### config.mk
export PLATFORM = sky130hd
export DESIGN_NAME = nn_param_loader
export DESIGN_NICKNAME = d
export VERILOG_FILES = /design/src/rtl/nn_pkg.sv /design/src/rtl/nn_param_loader.sv
export SDC_FILE = /design/constraint.sdc
export NUM_CORES = 1
export LEC_CHECK = 0
export ABC_AREA = 1
export CORE_AREA = 3 3 202 204
export DETAILED_ROUTE_END_ITERATION = 6
export DIE_AREA = 0 0 205 207
export HOLD_SLACK_MARGIN = 0.08
export PLACE_DENSITY = 0.74
export RECOVER_POWER = 50
export SLEW_MARGIN = 5
export SYNTH_ARGS = -nofsm -noshare
export SYNTH_HDL_FRONTEND = slang
export SYNTH_SLANG_ARGS = --single-unit
### constraint.sdc
create_clock -name clk -period 1.87 [get_ports clk]
set_input_delay 0.187 -clock clk [delete_from_list [all_inputs] [get_ports clk]]
set_output_delay 0.187 -clock clk [all_outputs]
set_load 0.005 [all_outputs]
### src/rtl/nn_pkg.sv
// Shared types and frame-size helper for the neural-network parameter loader.
package nn_pkg;

    typedef enum logic [2:0] {
        IDLE      = 3'd0,
        LOAD_IN   = 3'd1,
        LOAD_BIAS = 3'd2,
        LOAD_W    = 3'd3,
        DONE      = 3'd4
    } state_t;

    // Words per frame: n inputs, one bias, then m weight matrices of n x n.
    function automatic int frame_len(input int n, input int m);
        return n + 1 + m * n * n;
    endfunction

endpackage

### src/rtl/nn_param_loader.sv
// Streams one parameter frame (inputs, bias, weights) into output registers
// and pulses start when a well-formed frame has been fully received.
module nn_param_loader
    import nn_pkg::*;
#(
    parameter int int_part   = 3,
    parameter int fract_part = 5,
    parameter int N          = 4,
    parameter int M          = 3,
    localparam int W         = int_part + fract_part
) (
    input  logic                                     clk,
    input  logic                                     rst_n,
    input  logic                                     load_req,
    input  logic                                     s_valid,
    output logic                                     s_ready,
    input  logic signed [W-1:0]                      s_data,
    input  logic                                     s_last,
    output logic signed [N-1:0][W-1:0]               in_values,
    output logic signed [W-1:0]                      bias,
    output logic signed [M-1:0][N-1:0][N-1:0][W-1:0] weight,
    output logic                                     start,
    output logic                                     busy,
    output logic                                     err,
    output state_t                                   dbg_state
);

    localparam int IW = (N > 1) ? $clog2(N) : 1;
    localparam int LW = (M > 1) ? $clog2(M) : 1;

    state_t                                   r_state;
    logic                                     r_busy;
    logic                                     r_start;
    logic                                     r_err;
    logic [IW-1:0]                            r_in_idx;
    logic [IW-1:0]                            r_nrn;
    logic [LW-1:0]                            r_lay;
    logic signed [N-1:0][W-1:0]               r_in;
    logic signed [W-1:0]                      r_bias;
    logic signed [M-1:0][N-1:0][N-1:0][W-1:0] r_w;

    logic w_xfer;
    logic w_last_pos;
    logic w_early;
    logic w_write;

    // Handshake: a word moves only on a cycle where s_valid and s_ready are
    // both high; s_ready is high exactly while a LOAD state is active, and
    // the producer may insert s_valid=0 gaps at any point without effect.
    assign w_xfer     = s_valid && r_busy;
    assign w_last_pos = (r_state == LOAD_W) && (r_in_idx == IW'(N - 1))
                        && (r_nrn == IW'(N - 1)) && (r_lay == LW'(M - 1));
    assign w_early    = w_xfer && s_last && !w_last_pos;
    assign w_write    = w_xfer && !w_early;

    always_ff @(posedge clk or negedge rst_n) begin
        if (!rst_n) begin
            r_state  <= IDLE;
            r_busy   <= 1'b0;
            r_start  <= 1'b0;
            r_err    <= 1'b0;
            r_in_idx <= '0;
            r_nrn    <= '0;
            r_lay    <= '0;
        end else begin
            case (r_state)
                IDLE: begin
                    r_start <= 1'b0;
                    if (load_req) begin
                        r_state  <= LOAD_IN;
                        r_busy   <= 1'b1;
                        r_err    <= 1'b0;
                        r_in_idx <= '0;
                        r_nrn    <= '0;
                        r_lay    <= '0;
                    end
                end
                LOAD_IN: begin
                    if (w_early) begin
                        r_state <= IDLE;
                        r_busy  <= 1'b0;
                        r_err   <= 1'b1;
                    end else if (w_xfer) begin
                        if (r_in_idx == IW'(N - 1)) begin
                            r_in_idx <= '0;
                            r_state  <= LOAD_BIAS;
                        end else begin
                            r_in_idx <= r_in_idx + IW'(1);
                        end
                    end
                end
                LOAD_BIAS: begin
                    if (w_early) begin
                        r_state <= IDLE;
                        r_busy  <= 1'b0;
                        r_err   <= 1'b1;
                    end else if (w_xfer) begin
                        r_state <= LOAD_W;
                    end
                end
                LOAD_W: begin
                    if (w_early) begin
                        r_state <= IDLE;
                        r_busy  <= 1'b0;
                        r_err   <= 1'b1;
                    end else if (w_xfer) begin
                        if (w_last_pos) begin
                            r_busy <= 1'b0;
                            if (s_last) begin
                                r_state <= DONE;
                                r_start <= 1'b1;
                            end else begin
                                r_state <= IDLE;
                                r_err   <= 1'b1;
                            end
                        end else if (r_in_idx == IW'(N - 1)) begin
                            r_in_idx <= '0;
                            if (r_nrn == IW'(N - 1)) begin
                                r_nrn <= '0;
                                r_lay <= r_lay + LW'(1);
                            end else begin
                                r_nrn <= r_nrn + IW'(1);
                            end
                        end else begin
                            r_in_idx <= r_in_idx + IW'(1);
                        end
                    end
                end
                DONE: begin
                    r_state <= IDLE;
                    r_start <= 1'b0;
                end
                default: begin
                    r_state <= IDLE;
                    r_busy  <= 1'b0;
                    r_start <= 1'b0;
                end
            endcase
        end
    end

    // Register file: words are stored bit-for-bit at the slot the counters
    // point to; a rejected early-last word is never written.
    always_ff @(posedge clk or negedge rst_n) begin
        if (!rst_n) begin
            r_in   <= '0;
            r_bias <= '0;
            r_w    <= '0;
        end else if (w_write) begin
            case (r_state)
                LOAD_IN:   r_in[r_in_idx]           <= s_data;
                LOAD_BIAS: r_bias                   <= s_data;
                LOAD_W:    r_w[r_lay][r_nrn][r_in_idx] <= s_data;
                default: ;
            endcase
        end
    end

    assign s_ready   = r_busy;
    assign busy      = r_busy;
    assign start     = r_start;
    assign err       = r_err;
    assign in_values = r_in;
    assign bias      = r_bias;
    assign weight    = r_w;
    assign dbg_state = r_state;

endmodule

==> results of run 1 <==
[flip-flops by register name, indices dropped and copies added, names as in the netlist]
| name | count |
|---|---|
| r_in_idx | 2 |
| r_nrn | 2 |
| start | 1 |
| bias | 8 |
| dbg_state | 3 |
| r_lay | 2 |
| err | 1 |
| busy | 1 |
| in_values | 32 |
| weight | 384 |
[kinds of logic (layout without fill, tap and decap cells)]
family                   after synthesis  count (layout)  synth area share [%]
AND/OR/NAND/NOR                      620             652                  18.2
flip-flops                           436             436                  63.3
adder cells (fa/ha/maj)               11              11                 0.798
AO/OA/AOI/OAI                        431             431                  13.0
buffers and inverters                143             674                  4.70
[power by group through the flow]
| stage | Clock [mW] | Sequential [mW] | Combinational, mW |
|---|---|---|---|
| after floorplan | 0 | 10.8 | 2.14 |
| final | 9.30 | 10.7 | 6.29 |
| after global placement | 0 | 10.8 | 4.73 |
| after global routing | 9.83 | 10.8 | 6.73 |
| after detailed placement | 0 | 10.8 | 4.83 |
| after CTS | 9.44 | 10.7 | 5.53 |
[through the flow]
stage	util (%)	instances	hold slack [ns]
after CTS	63.4	2691	0.321
after detailed placement	57.3	2567	0.0672
after floorplan	-	1641	-0.109
final	66.7	2729	0.334
after global routing	66.7	2729	0.334
after global placement	57.3	2567	0.0694
[cell usage after synthesis]
| cell | n |
|---|---|
| nor4_1 | 1 |
| o21ai_0 | 258 |
| nor3_1 | 2 |
| dfrtp_1 | 436 |
| nand3_1 | 14 |
| o21bai_1 | 1 |
| buf_2 | 6 |
| nor2_1 | 62 |
| nand2_2 | 3 |
| nor2_4 | 1 |
| nand4_4 | 39 |
| o21ai_1 | 147 |
| buf_4 | 8 |
| inv_1 | 27 |
| inv_2 | 1 |
| nand4_2 | 8 |
| buf_12 | 2 |
| o21ai_2 | 22 |
| nor2_2 | 1 |
| nand4_1 | 3 |
| o21a_1 | 1 |
| ha_1 | 11 |
| buf_6 | 27 |
| nand2_1 | 483 |
| a21oi_1 | 2 |
| clkbuf_1 | 72 |
| nand3b_1 | 3 |
[worst max-delay path, delay by kind of cell (launching register included)]
kind / cells / cell delay, ns
DFF: 1 / 0.42
and+or+nand+nor: 6 / 0.60
AOI/OAI and AO/OA: 1 / 0.05
adders and majority gates: 1 / 0.21
buffers and inverters: 3 / 0.51
[layer usage]
| layer | wire [um] | GRT usage, % | vias up |
|---|---|---|---|
| met2 | 31100 | 46.1 | 658 |
| met4 | 2190 | 8.89 | 0 |
| met1 | 24100 | 35.2 | 7381 |
| met5 | 0 | 0 | - |
| li1 | - | - | 6654 |
| met3 | 4990 | 6.58 | 143 |
[final cells by class]
cell class,instances,area [um^2],share of cell area (%)
Clock buffer,61,1290,4.89
Clock inverter,16,235,0.893
Inverter,28,111,0.423
Multi-Input combinational cell,1094,6880,26.1
Sequential cell,436,10900,41.4
Tap cell,525,657,2.50
Timing Repair Buffer,569,6250,23.7
[worst max path at each step]
| stage | startpoint | to | slack [ns] | cells after the start |
|---|---|---|---|---|
| floorplan | r_in_idx[0] | weight[142] | 0.007 | 12 |
| global route | r_nrn[0] | weight[107] | -0.16 | 9 |
| detailed placement | r_nrn[0] | weight[219] | -0.09 | 9 |
| CTS | r_in_idx[0] | weight[372] | -0.04 | 7 |
| finish | r_nrn[0] | weight[122] | -0.05 | 11 |
| global placement | s_valid | weight[218] | -0.03 | 8 |
[repair_timing]
item	4_1_cts	5_1_grt
hold buffers	3	0
hold endpoints to repair	314	0
setup endpoints to repair	274	410
pin swaps	10	72
gates cloned	27	18
resized for setup	57	316
buffers inserted	17	20
==> impl_metrics.py, run 1 <==
metrics = {
    "clocking": {
        "cts.htree.levels": 2,
        "worstSkewPairLatency_ns": 0.56,
        "cts_buffers": 45,
        "cts_tree": "yes",
        "cts_root_buffer": "clkbuf_16",
        "numClockSinks": 436,
        "cts.clk_slew.worst_paths_ns": 0.06,
        "clockBufferDepth": 3,
    },
    "floorplanning": {
        "start_util_pct": 43.7,
        "fp.dieArea_um2": 42400,
        "fp.dieW_um": 205,
        "core_area_um2": 39500,
        "die_h_um": 207,
        "ioPinCount": 444,
        "rows": 73,
    },
    "place": {
        "placed_area_um2": 22600,
        "io_buffers": 443,
        "post-place-ws_ns": -0.0864,
        "dp_hpwl_mm": 36.4,
        "place_congestion": 0.870,
    },
    "sta": {
        "min_period_ns": 1.92,
        "rsz0062_at_grt": "yes",
        "setup_violations": 55,
        "setup_ws_ns": -0.0539,
        "fmax_mhz": 520,
        "worst_pin_slew_ns": 0.803,
        "fin_skew_ns": 0.0138,
        "maxSlewViolCount": 0,
        "fin_crit_sh_pct": 103,
        "setup_tns_ns": -1.17,
        "hold_viol_final": 0,
        "slew_headroom_pct": 46.5,
    },
    "setup_path": {
        "cpMaxStageDelayCell": "dfrtp_1",
        "reg2reg_slack_ns": -0.05,
        "rr_endpoint": "weight[122]",
        "path_cells": "ha_2, nand2_2, nor2_4, nand2_4, nand2_8, buf_8, buf_16, nand4_4, clkbuf_16, nand2_2, o21ai_1",
        "cp-end-kind": "flop",
        "worst_path_largest_cell_delay_ns": 0.42,
        "criticalPathCategory": "flop to flop",
        "start_kind": "flop",
        "r2r_start": "r_nrn[0]",
        "cpMostUsedCell": "nand2_2",
        "cp.arrival_ns": 2.36,
        "required_ns": 2.31,
        "r2r_cells": 11,
        "critPathMaxFanout": 8,
    },
    "worst_hold_path": {
        "min_to": "weight[124]",
        "holdPathStages": 3,
        "hold_path_class": "input pin to flop",
        "holdCritStartpoint": "s_data[4]",
    },
    "logic_synthesis": {
        "netlist_area_um2": 17200,
        "synth_seq_area_share_pct": 63.3,
        "synth_top_area_cell": "dfrtp_1",
        "ys_warn_count": 0,
        "yosys.area.top_type_share_pct": 63.3,
        "synthCells": 1641,
        "syn_area_per_cell_um2": 10.5,
        "ys_ff_latch": 436,
        "synth.distinct_cells": 27,
        "synth.area.top_cells": "dfrtp_1, nand2_1, o21ai_0, nand4_4, o21ai_1",
        "syn_nets": 1665,
    },
    "status": {
        "violations": "setup timing",
        "status": "finished, violations left",
    },
    "cells_and_area": {
        "filler_cell_count": 2911,
        "antenna_cells": 0,
        "design_area_um2": 26300,
        "fin_nets": 2198,
        "drive_above_1_share_pct": 22.5,
        "final_common_cell": "clkdlybuf4s50_1",
        "final_cell_mix": "clkdlybuf4s50_1, dfrtp_1, nand2_1, o21ai_1, o21ai_0",
        "area_delta_synth_final_pct": 52.7,
    },
    "global_route": {
        "grt_antenna_before_repair": 0,
        "grt-ovfl-total": 0,
        "grt_pass1_vias": 14618,
        "grt_pass1_wl_mm": 89.8,
        "grt_start_max_net_pins": 93,
        "grt_usage_pct": 27.5,
    },
    "drt": {
        "drtAntennaViolNets": 0,
        "drc_errors": 0,
        "wire_per_inst_um": 22.8,
        "detail_route.iter0.violations": 866,
        "num_vias": 14836,
        "routed_via_density": 5.44,
        "drt_wl_total_mm": 62.4,
        "firstDrtPassIters": 6,
    },
    "pwr": {
        "internal-power_mw": 18.6,
        "combinationalPowerShare_pct": 23.9,
        "power_mw": 26.3,
        "power_density_nw_per_um2": 998,
        "vdd_drop_max_mv": 0.817,
        "clkPwrFrac_pct": 35.4,
        "pwr-share-seq_pct": 40.7,
        "p_leak_nw": 11.3,
        "sw_frac_of_total_pct": 29.3,
        "p_switching_mw": 7.71,
    },
    "run": {
        "drv_cap": 0,
    },
}
(Power assumes the default switching activity.)
==> inputs of run 2 (changes only) <==
--- a/config.mk
+++ b/config.mk
@@ -11,4 +11,5 @@
 export DIE_AREA = 0 0 205 207
 export HOLD_SLACK_MARGIN = 0.08
+export MAX_ROUTING_LAYER = met4
 export PLACE_DENSITY = 0.74
 export RECOVER_POWER = 50
==> constraint.sdc (replaced) <==
create_clock -name clk -period 1.87 [get_ports clk]
set_input_delay 0.561 -clock clk [delete_from_list [all_inputs] [get_ports clk]]
set_output_delay 0.561 -clock clk [all_outputs]
set_load 0.005 [all_outputs]
==> run 2 against run 1 <==
- the flow still finishes with violations (setup timing)
- global-route usage rose by 0.43 points
- register-to-register slack barely moved
- cell count grew 2.6%
- highest routed layer unchanged
==> impl_metrics.py, run 2 (synthesis results as in run 1) <==
metrics = {
    "drt": {
        "drc_errors": 0,
        "num_vias": 15182,
        "drtAntennaViolNets": 0,
        "highest_layer": "met4",
        "firstDrtPassIters": 5,
        "routed_via_density": 5.42,
        "dr_wl_met3_mm": 4.83,
        "wire_per_inst_um": 22.5,
        "detail_route.iter0.violations": 1054,
        "wirelength_met1_mm": 24.9,
        "met2WireLength_mm": 30.8,
        "drt_wl_total_mm": 63.1,
    },
    "clocking": {
        "cts_tree": "yes",
        "cts_root_buffer": "clkbuf_16",
        "cts.htree.levels": 2,
        "cts.clk_slew.worst_paths_ns": 0.06,
        "worstSkewPairLatency_ns": 0.57,
        "clockBufferDepth": 3,
        "numClockSinks": 436,
        "cts_buffers": 45,
    },
    "pwr": {
        "p_leak_nw": 13.5,
        "vdd_drop_max_mv": 0.721,
        "power_density_nw_per_um2": 990,
    },
    "setup_path": {
        "criticalPathCategory": "flop to flop",
        "cp.arrival_ns": 2.37,
        "start_kind": "flop",
        "cp-end-kind": "flop",
        "critPathMaxFanout": 24,
        "required_ns": 2.30,
        "reg2reg_slack_ns": -0.07,
    },
    "floorplanning": {
        "rows": 73,
        "ioPinCount": 444,
        "fp.dieArea_um2": 42400,
        "die_h_um": 207,
        "core_area_um2": 39500,
        "fp.dieW_um": 205,
        "start_util_pct": 43.7,
    },
    "sta": {
        "slew_headroom_pct": 41.6,
        "min_period_ns": 1.94,
        "setup_violations": 42,
        "hold_slack_ns": 0.474,
        "maxSlewViolCount": 0,
        "fin_skew_ns": 0.0169,
        "fmax_mhz": 516,
        "hold_viol_final": 0,
        "worst_pin_slew_ns": 0.877,
        "setup_ws_ns": -0.0662,
        "fin_crit_sh_pct": 104,
        "rsz0062_at_grt": "yes",
    },
    "global_route": {
        "grt_start_max_net_pins": 79,
        "grt_pass1_vias": 14823,
        "grt_antenna_before_repair": 1,
        "grt_pass1_wl_mm": 88.9,
        "grt_usage_pct": 27.9,
        "grt-ovfl-total": 0,
    },
    "status": {
        "status": "finished, violations left",
        "violations": "setup timing",
    },
    "place": {
        "place_congestion": 0.865,
        "post-place-ws_ns": -0.440,
        "io_buffers": 443,
        "dp_hpwl_mm": 37.0,
        "placed_area_um2": 22700,
        "placed_cells": 2580,
    },
    "cells_and_area": {
        "drive_above_1_share_pct": 21.8,
        "final_cell_mix": "dfrtp_1, nand2_1, dlygate4sd2_1, o21ai_0, o21ai_1",
        "area_delta_synth_final_pct": 50.9,
        "final_common_cell": "dfrtp_1",
        "largest_register_ffs": 384,
        "design_area_um2": 26000,
        "fin_nets": 2264,
        "final_cells": 2799,
    },
    "run": {
        "drv_cap": 0,
    },
    "worst_hold_path": {
        "hold_path_class": "flop to flop",
    },
}
## run 2: repair_timing
action	4_1_cts	5_1_grt
hold buffers	1	0
pin swaps	16	32
hold endpoints to repair	11	0
gates resized for setup	514	194
gates cloned	19	28
endpoints found under the setup margin	718	413
buffers inserted	84	6
## run 2: worst paths after layout
path | endpoint | startpoint | cells after the start
max in group asynchronous | weight[27] | rst_n | 3
max | weight[292] | dbg_state[2] | 7
max reg2reg | weight[292] | dbg_state[2] | 7
min in group asynchronous | weight[277] | rst_n | 2
min reg2reg | weight[19] | weight[19] | 2
min | weight[19] | weight[19] | 2
## run 2: per-stage QoR
step,utilization (%),total power [mW],TNS (ns)
after floorplan,-,13.0,0
after global placement,57.6,15.6,-140.06
after detailed placement,57.6,15.8,-156.64
after CTS,63.3,25.1,-0.207
after global routing,65.9,26.8,-15.83
final,65.9,25.8,-0.679
## run 2: layer usage
| layer | track usage, % | vias up |
|---|---|---|
| met2 | 43.8 | 720 |
| met3 | 5.78 | 168 |
| met5 | - | - |
| met1 | 35.9 | 7518 |
| met4 | 10.8 | 0 |
| li1 | - | 6776 |
## run 2: cell type report
type / count / area, um^2
fill: 3124 / 13400
sequential: 436 / 10900
clock inverter: 10 / 131
multi-input combinational: 1096 / 6710
timing repair buffer: 633 / 6130
inverter: 28 / 120
clock buffer: 70 / 1350
tap: 525 / 657
antenna: 1 / 2.50
## run 2: worst max-delay path, cell delays in order, from the launching register on
cell and delay (ns):
dfrtp_1 0.39, buf_6 0.13, nor2_4 0.18, buf_12 0.29, clkbuf_16 0.29, nand4_4 0.24, nand2_1 0.17, o21ai_1 0.10
## run 2: power breakdown
group	switching (mW)	internal, mW	total (mW)
clock	3.64	5.37	9.02
sequential	0.454	10.2	10.7
combinational	3.68	2.41	6.08
==> inputs of run 3 (changes only) <==
Settings changed: CORE_AREA 3 3 202 204 to 2 2 201 203, DIE_AREA 0 0 205 207 to 0 0 203 205, MAX_ROUTING_LAYER met4 to unset.
==> run 3 against run 2 <==
- the flow still finishes with violations (setup timing)
- combinational power up 6.2%
- power down 0.19%
- flip-flop and latch count is the same
- fmax is 0.22% lower
- core utilization up 1.4 points
- sequential power barely moved
- routed wire length rose by 3.3%
- critical path type unchanged
- largest cell class unchanged
- largest power group unchanged
==> impl_metrics.py, run 3 (synthesis results as in run 1) <==
metrics = {
    "status": {
        "status": "finished, violations left",
        "violations": "setup timing",
    },
    "drt": {
        "drt_wl_total_mm": 65.1,
        "drc_errors": 0,
        "drtAntennaViolNets": 0,
        "detail_route.iter0.violations": 1007,
        "routed_via_density": 5.53,
        "num_vias": 15594,
        "firstDrtPassIters": 5,
        "wire_per_inst_um": 23.1,
    },
    "cells_and_area": {
        "final_cell_mix": "dfrtp_1, nand2_1, dlygate4sd2_1, o21ai_0, o21ai_1",
        "drive_above_1_share_pct": 23.2,
        "fin_util_pct": 67.3,
        "final_common_cell": "dfrtp_1",
        "filler_cell_count": 2981,
        "multi_input_area_um2": 6910,
        "fin_nets": 2286,
        "area_delta_synth_final_pct": 53.6,
        "design_area_um2": 26500,
        "largest_register_ffs": 384,
        "regArea_um2": 10900,
    },
    "pwr": {
        "p_leak_nw": 13.6,
        "power_density_nw_per_um2": 970,
        "vdd_drop_max_mv": 0.862,
    },
    "setup_path": {
        "r2r_cells": 11,
        "cp_num_cells": 11,
        "path_buf_inv": 4,
        "cpMaxStageDelayCell": "dfrtp_1",
        "reg2reg_slack_ns": -0.07,
        "rr_endpoint": "weight[258]",
        "crit_start": "r_lay[0]",
        "cp-endpoint": "weight[258]",
        "path_cells": "inv_2, ha_4, inv_4, nor2_4, nand2_4, nand2_8, buf_12, buf_12, nand4_4, nand2_4, o21ai_2",
        "start_kind": "flop",
        "criticalPathCategory": "flop to flop",
        "required_ns": 2.32,
        "critPathMaxFanout": 8,
        "cp-end-kind": "flop",
        "r2r_start": "r_lay[0]",
        "cp.arrival_ns": 2.39,
        "cpLargestDelayFamily": "simple AND/OR/NAND/NOR gates",
        "worst_path_largest_cell_delay_ns": 0.40,
    },
    "sta": {
        "hold_viol_final": 0,
        "setup_tns_ns": -0.734,
        "maxSlewViolCount": 0,
        "rsz0062_at_grt": "yes",
        "slew_headroom_pct": 17.4,
        "hold_slack_ns": 0.477,
        "min_period_ns": 1.94,
        "fmax_mhz": 515,
        "setup_violations": 43,
        "fin_crit_sh_pct": 104,
        "worst_pin_slew_ns": 1.24,
        "fin_skew_ns": 0.0128,
        "setup_ws_ns": -0.0705,
    },
    "global_route": {
        "grt_pass1_vias": 14858,
        "grt_antenna_before_repair": 2,
        "grt_usage_pct": 28.6,
        "grt-ovfl-total": 0,
        "grt_pass1_wl_mm": 90.3,
        "grt_start_max_net_pins": 62,
    },
    "place": {
        "dp_hpwl_mm": 37.0,
        "post-place-ws_ns": -0.461,
        "io_buffers": 443,
        "place_congestion": 0.872,
        "placed_area_um2": 22700,
    },
    "clocking": {
        "worstSkewPairLatency_ns": 0.57,
        "clockBufferDepth": 3,
        "cts_tree": "yes",
        "cts.htree.levels": 2,
        "cts.clk_slew.worst_paths_ns": 0.06,
        "cts_root_buffer": "clkbuf_16",
        "numClockSinks": 436,
        "cts_buffers": 44,
    },
    "floorplanning": {
        "fp.dieArea_um2": 41600,
        "core_area_um2": 39400,
        "rows": 73,
        "die_h_um": 205,
        "fp.dieW_um": 203,
        "start_util_pct": 43.8,
        "ioPinCount": 444,
    },
    "worst_hold_path": {
        "hold_path_class": "flop to flop",
    },
    "run": {
        "drv_cap": 0,
    },
}
[run 3: what timing repair did]
item | in CTS | in global routing
endpoints found under the hold margin | 22 | 0
setup buffers | 93 | 18
hold buffers | 1 | 0
endpoints found under the setup margin | 765 | 390
gates cloned | 24 | 31
resized for setup | 537 | 210
pin swaps | 18 | 38
[run 3: report_power, final]
| group | total [mW] | internal [mW] | switching [mW] |
|---|---|---|---|
| sequential | 10.7 | 10.2 | 0.458 |
| clock | 8.59 | 4.90 | 3.68 |
| combinational | 6.46 | 2.62 | 3.84 |
| total | 25.7 | 17.7 | 7.98 |
[run 3: worst min-delay path by stage]
stage,start,end,slack (ns),cells past startpoint
after floorplan,rst_n,bias[0],0.27,0
after global placement,err,err,0.46,2
after detailed placement,weight[240],weight[240],0.47,2
after CTS,weight[240],weight[240],0.48,2
after global routing,weight[176],weight[176],0.49,2
final,weight[34],weight[34],0.48,2
[run 3: worst register-to-register path: stages (launching register included)]
cell and delay [ns]:
dfrtp_1 0.40, inv_2 0.10, ha_4 0.15, inv_4 0.04, nor2_4 0.13, nand2_4 0.08
nand2_8 0.11, buf_12 0.14, buf_12 0.16, nand4_4 0.25, nand2_4 0.18, o21ai_2 0.08
[run 3: through the flow]
stage                     instances  total power, mW
after floorplan                1641             13.0
after detailed placement       2577             15.8
after global placement         2577             15.6
final                          2819             25.7
after global routing           2819             26.7
after CTS                      2770             24.8
[run 3: area by class of cell]
class	instances	area share, %
inverter	28	0.463
clock buffer	72	5.09
clock inverter	4	0.113
tap	525	2.48
antenna	2	0.0189
multi-input combinational	1100	26.1
timing repair buffer	652	24.6
sequential	436	41.2
[run 3: routing by layer]
layer,vias up,GRT usage (%),part of all wire (%)
met3,185,6.75,8.3
met4,0,10.6,4.1
met2,846,47.7,49
met1,7714,36.3,38
li1,6849,-,-
met5,-,0,0
